<file path="config.mk">
export PLATFORM = sky130hd
export DESIGN_NAME = cb_module
export DESIGN_NICKNAME = d
export VERILOG_FILES = /design/src/rtl/cb_module.sv
export SDC_FILE = /design/constraint.sdc
export NUM_CORES = 1
export LEC_CHECK = 0
export CAP_MARGIN = 0
export CORE_ASPECT_RATIO = 2
export CORE_MARGIN = 4
export CORE_UTILIZATION = 50
export DETAILED_ROUTE_END_ITERATION = 10
export GPL_ROUTABILITY_DRIVEN = 1
export GPL_TIMING_DRIVEN = 0
export PLACE_DENSITY = 0.71
export SETUP_SLACK_MARGIN = 0.4
export SLEW_MARGIN = 10
export SYNTH_ARGS = -nofsm -noshare
export SYNTH_HDL_FRONTEND = slang
export SYNTH_SLANG_ARGS = --single-unit
</file>
<file path="constraint.sdc">
create_clock -name prog_clk -period 4.1 [get_ports prog_clk]
set_clock_uncertainty 0.2 [all_clocks]
set_input_delay 0.41 -clock prog_clk [delete_from_list [all_inputs] [get_ports prog_clk]]
set_output_delay 0.41 -clock prog_clk [all_outputs]
set_load 0.03 [all_outputs]
</file>
<file path="src/rtl/cb_module.sv">
// Connection block: 69-bit serial configuration chain selecting 16 outputs
// from a 16-bit routing-track pool, gated by per-port and global enables.
module cb_module (
    input  logic       rst,
    input  logic       prog_clk,
    input  logic       clb_clk,
    input  logic       prog_en,
    input  logic       prog_in,
    output logic       prog_out,
    input  logic [3:0] in1,
    input  logic [3:0] in2,
    input  logic [3:0] in3,
    input  logic [3:0] in4,
    output logic [3:0] out1,
    output logic [3:0] out2,
    output logic [3:0] out3,
    output logic [3:0] out4
);

    logic [68:0] cfg;
    logic [15:0] pool;
    logic [15:0] opool;

    // clb_clk exists only for tile-interface compatibility
    logic unused_clb_clk;
    assign unused_clb_clk = clb_clk;

    always_ff @(posedge prog_clk or negedge rst) begin
        if (!rst) begin
            cfg <= '0;
        end else if (prog_en) begin
            cfg <= {prog_in, cfg[68:1]};
        end
    end

    assign prog_out = cfg[0];
    assign pool     = {in4, in3, in2, in1};

    // Outputs are forced low while shifting so partial configs never leak
    always_comb begin
        opool = '0;
        for (int unsigned j = 0; j < 16; j++) begin
            opool[j] = pool[cfg[4*j +: 4]] & cfg[64 + j/4] & cfg[68] & ~prog_en;
        end
    end

    assign {out4, out3, out2, out1} = opool;

endmodule

</file>
==> metrics, run 1 <==
starting density of the core=0.519; leading area contributor after synthesis=dfrtp_1; Layout area overhead=17.4%; Via density=6.44; initial antenna violation count=0; post-route ant nets=0; top_reg_cell synth=dfrtp_1; Synth top cells by count=69 x dfrtp_1, 58 x mux2i_1, 52 x mux2_2; Seq/Total Area, Yosys=0.352; r2r endpoint=cfg[4]; DR WL/cell=roughly 22 µm; # IOs=38; post-synth top area share=0.352; RD Place Congestion=0.918; clk root buf=clkbuf_16; crit-path max FO=10; Async S/R FF share, synth=1.00; Post-CTS Setup Inserts=0; routed wire length=13400 µm; share of layout cells above drive strength 1=0.246; Power Total=roughly 3.4 mW; worst hold path type=in2async; Mapped Cells=430; vias in the first global route=4193; CTS Buffer Depth=2; CTS-repair resized insts=0; Leak Pwr=2.17 nW; Worst Setup EP=out2[1]; GR Util All Layers=0.244; Core ar.=9450 µm²; Die W=around 78 µm; CTS tree=done; Mapped Area=4910 µm²; DR iter-0 viols=396; status=completed; Top reg by flops=cfg; startpoint types=primary input; Largest regs=cfg (69); number of flip-flops in the largest register=69; final setup fails=0; top post-synthesis cells by area=dfrtp_1 35%, mux4_2 13%, mux2_2 12%, mux2i_1 12%, o2111ai_1 5.0%; CTS H-tree depth=3; worst slew pin tran=between 700 and 800 ps; WS Path Type=in2out; cts hold-fix bufs=1; relative slew slack=0.532; FF-to-FF setup slack=roughly 3000 ps; RR Startpoint=cfg[4]; via count=3954; largest net degree at the start of global routing=51; synth warn=0; DIE AREA=between 10000 and 15000 µm²; Post-Syn Nets=451; first-pass GRT wire length=roughly 22000 µm; top-count cell post-synth=dfrtp_1; Worst Setup SP=in3[1]; path depth of the worst reg2reg path=2; Num CTS Buffers=9; clk slew on worst S/H paths=50 ps; Pwr Density=593 nW/µm²; Peak VDD IR=~0.00027 V; fin. max-slew vios=0; grt ovf=0; CP arrival=3000 ps; Final min period=about 3600 ps; Die H=148 µm; clk sinks=between 60 and 70; Max Clock Freq=277 MHz; max cap viols=0; DRC Markers=0; Final Hold Viols=0; Final nets=500; crit end category=output port; Pre-antenna DRT Iters=5; Buffers on Ports=36; Seq cells post-synth=69; Rows=50; synthesized area per cell=11.4 µm²; RSZ-0062 raised after global routing=no; final setup TNS=0 ps; Post-synth EDFFs=0; Distinct cells, synth=27; clock latency at the later pin of the worst-skew pair=340 ps; worst endpoint required time=3490 ps; crit share post-route=0.881; ant diodes=0; DP Wirelength=9360 µm
power breakdown:
part,internal (mW),switching (mW)
Clock,0.485,0.287
Sequential,0.924,0.305
Combinational,0.786,0.627
layout by cell type (no fill, tap or decap), drive strengths merged:
cell type       n
mux2           58
nor2            1
nand3          25
dlygate4sd3     1
o21ai          16
clkbuf         30
o22ai           3
a21oi          16
nand2          28
nand2b          4
bufinv          1
clkdlybuf4s50  35
a311o           3
mux2i          58
clkinv          2
nand4           1
o2111ai        28
nand3b         25
mux4           32
buf            25
nor2b           1
a21o            1
or2             1
dfrtp          69
clkinvlp        1
inv            16
or3             3
kinds of logic after synthesis:
family	share of synthesized area
compound gates	0.0964
buf+inv	0.0523
flops	0.352
mux	0.401
simple gates	0.0987
critical path, cell delays in order:
cell and delay [ps]:
clkdlybuf4s50_1 660, clkbuf_1 510, mux4_2 360, o2111ai_1 120, a21oi_1 220, clkdlybuf4s50_1 720
metal layers:
metal,GRT usage,wire length (µm),vias to the layer above
met5,0,0,-
met2,0.440,7190,182
met3,0.0455,841,43
met1,0.268,4890,1979
li1,-,-,1750
met4,0.126,522,0
stage by stage:
stage	worst slack [ps]	instance area, µm²	utilization	hold slack (ps)	cells
after floorplan	1830	4910	-	-85.6	430
after global placement	148	5430	0.575	281	596
after detailed placement	537	5450	0.577	113	597
after CTS	522	5760	0.610	304	614
after global routing	425	5760	0.610	313	614
final	486	5760	0.610	301	614
worst min path at each step:
| stage | startpoint | endpoint | slack [ps] | depth (start not counted) |
|---|---|---|---|---|
| after floorplan | rst | cfg[0] | -90 | 0 |
| after global placement | cfg[68] | cfg[67] | 280 | 1 |
| after detailed placement | rst | cfg[52] | 110 | 1 |
| after CTS | cfg[68] | cfg[67] | 300 | 1 |
| after global routing | cfg[68] | cfg[67] | 310 | 1 |
| final | rst | cfg[52] | 300 | 2 |
layout make-up:
cell class | count | area (µm²)
buffer | 41 | 196
sequential | 69 | 1730
clock buffer | 12 | 246
tap | 130 | 163
multi-input combinational | 304 | 2920
clock inverter | 4 | 47.5
fill | 791 | 3690
timing repair buffer | 38 | 395
inverter | 16 | 60.1
(Power assumes the default switching activity.)
==> run 2: changes to the inputs <==
--- a/config.mk
+++ b/config.mk
@@ -6,7 +6,6 @@
 export NUM_CORES = 1
 export LEC_CHECK = 0
 export CAP_MARGIN = 0
-export CORE_ASPECT_RATIO = 2
 export CORE_MARGIN = 4
 export CORE_UTILIZATION = 50
 export DETAILED_ROUTE_END_ITERATION = 10
@@ -18,3 +17,4 @@
 export SYNTH_ARGS = -nofsm -noshare
 export SYNTH_HDL_FRONTEND = slang
 export SYNTH_SLANG_ARGS = --single-unit
+export TNS_END_PERCENT = 100
==> constraint.sdc (replaced) <==
create_clock -name prog_clk -period 3.4 [get_ports prog_clk]
set_clock_uncertainty 0.2 [all_clocks]
set_input_delay 0.34 -clock prog_clk [delete_from_list [all_inputs] [get_ports prog_clk]]
set_output_delay 0.34 -clock prog_clk [all_outputs]
set_load 0.03 [all_outputs]
==> run 2 against run 1 <==
  * Global-route usage decreased by 0.63 points
  * Critical endpoint is now out1[0]
  * Clock power is 8.7% higher
  * First-iteration DRC count decreased by 35%
==> metrics, run 2 (synthesis gave the netlist of run 1 again) <==
status=completed; final instance area=5730 µm²; routed wire length=13100 µm; Leak Pwr=2.30 nW; Rows=35; DR iter-0 viols=256; worst hold path type=in2async; clk slew on worst S/H paths=70 ps; largest net degree at the start of global routing=37; CTS tree=done; GR Util All Layers=0.238; CTS Buffer Depth=2; Fill cells=780; via count=roughly 4.0k; DP Area=around 5400 µm²; # IOs=38; Num CTS Buffers=9; vias in the first global route=3920; starting density of the core=0.521; clk root buf=clkbuf_8; relative slew slack=0.555; number of flip-flops in the largest register=69; sequential cell area=1730 µm²; DR WL/cell=21.3 µm; final setup fails=0; Die H=107 µm; clk sinks=69; Cells after DPL=596; Die W=107 µm; Final nets=500; crit share post-route=0.870; crit end category=output port; max cap viols=0; share of layout cells above drive strength 1=0.285; crit-path max FO=10; CTS H-tree depth=3; DP Wirelength=8770 µm; Peak VDD IR=around 0.00036 V; first-pass GRT wire length=~21000 µm; most frequent cells in the layout=69 x dfrtp_1, 58 x mux2i_1, 52 x mux2_2; commonest non-fill, non-tap cell in the layout=dfrtp_1; fin. max-slew vios=0; ant diodes=0; CP arrival=2420 ps; Top reg by flops=cfg; Final min period=2960 ps; Pwr Density=700 nW/µm²; Largest regs=cfg (69); area occupied by multi-input gates=2930 µm²; initial antenna violation count=0; startpoint types=primary input; worst endpoint required time=between 2000 and 3000 ps; Buffers on Ports=36; Non-Filler Instances=between 600 and 700; Post-CTS Setup Inserts=0; grt ovf=0; worst slew pin tran=668 ps; clock latency at the later pin of the worst-skew pair=360 ps; Via density=6.47; Core ar.=9420 µm²; RD Place Congestion=0.883; Max Clock Freq=338 MHz; post-route ant nets=0; Layout area overhead=16.8%; DIE AREA=11500 µm²; RSZ-0062 raised after global routing=no; Final Hold Viols=0; Pre-antenna DRT Iters=5; DRC Markers=0; WS Path Type=in2out
## run 2: changes by cell type in the layout (fill, tap and decap cells not counted), moves of 3 or more
cell and change:
clkbuf_4 +7, clkdlybuf4s50_1 -16, dlygate4sd2_1 +13, dlymetal6s2s_1 +3, clkbuf_2 +8, clkbuf_16 -9
clkbuf_8 +8, clkbuf_1 -18
## run 2: layout make-up
class	instances	area share
multi-input cells	304	0.510
flip-flops and latches	69	0.301
repair buffers	38	0.0661
plain buffers	41	0.0408
well taps	129	0.0282
clock buffers	9	0.0216
clock inverters	7	0.0212
inverters	16	0.0105
## run 2: final timing paths
kind | cells after the start | endpoint | start | slack (ps)
max in group asynchronous | 3 | cfg[39] | rst | 2170
worst min register to register | 1 | cfg[67] | cfg[68] | 310
worst max register to register | 2 | cfg[0] | cfg[0] | 2250
min in group prog_clk | 1 | cfg[67] | cfg[68] | 310
worst max-delay path | 6 | out1[0] | in4[0] | 440
worst min-delay path | 2 | cfg[53] | rst | 280
## run 2: metal layers
| metal | share of wire | global-route usage |
|---|---|---|
| met1 | 0.43 | 0.324 |
| met2 | 0.46 | 0.366 |
| met3 | 0.084 | 0.0530 |
| met4 | 0.026 | 0.102 |
| met5 | 0 | 0 |
## run 2: where the power goes
group          internal (mW)  total [mW]  switching (mW)
clock                  0.492       0.840           0.348
combinational          0.941        1.69           0.751
sequential              1.11        1.48           0.368
## run 2: repair_timing
action	4_1_cts	5_1_grt
gates resized for setup	36	5
hold endpoints to repair	33	0
hold buffers	1	0
setup endpoints to repair	14	6
## run 2: metrics by stage
| stage | total power [mW] | utilization | hold slack [ps] | TNS [ps] | setup WS (ps) |
|---|---|---|---|---|---|
| after detailed placement | 3.17 | 0.578 | 119 | -457 | -95.0 |
| after floorplan | 2.77 | - | -156 | 0 | 1200 |
| after CTS | 4.01 | 0.608 | 284 | 0 | 415 |
| after global placement | 3.10 | 0.576 | 289 | -39970 | -582 |
| final | 4.01 | 0.609 | 282 | 0 | 441 |
| after global routing | 4.26 | 0.609 | 324 | 0 | 405 |
## run 2: worst max-delay path, cell delays in order
cell             delay, ps
clkdlybuf4s50_1        550
clkbuf_2               300
mux4_2                 530
o2111ai_1              210
a21oi_1                100
dlygate4sd2_1          370
==> run 3: changes to the inputs <==
--- a/config.mk
+++ b/config.mk
@@ -5,7 +5,6 @@
 export SDC_FILE = /design/constraint.sdc
 export NUM_CORES = 1
 export LEC_CHECK = 0
-export CAP_MARGIN = 0
 export CORE_MARGIN = 4
 export CORE_UTILIZATION = 50
 export DETAILED_ROUTE_END_ITERATION = 10
@@ -13,6 +12,7 @@
 export GPL_TIMING_DRIVEN = 0
 export PLACE_DENSITY = 0.71
 export SETUP_SLACK_MARGIN = 0.4
+export SKIP_LAST_GASP = 1
 export SLEW_MARGIN = 10
 export SYNTH_ARGS = -nofsm -noshare
 export SYNTH_HDL_FRONTEND = slang
==> results of run 3 <==
The final DEF is identical to that of run 2; final timing and power are the same.
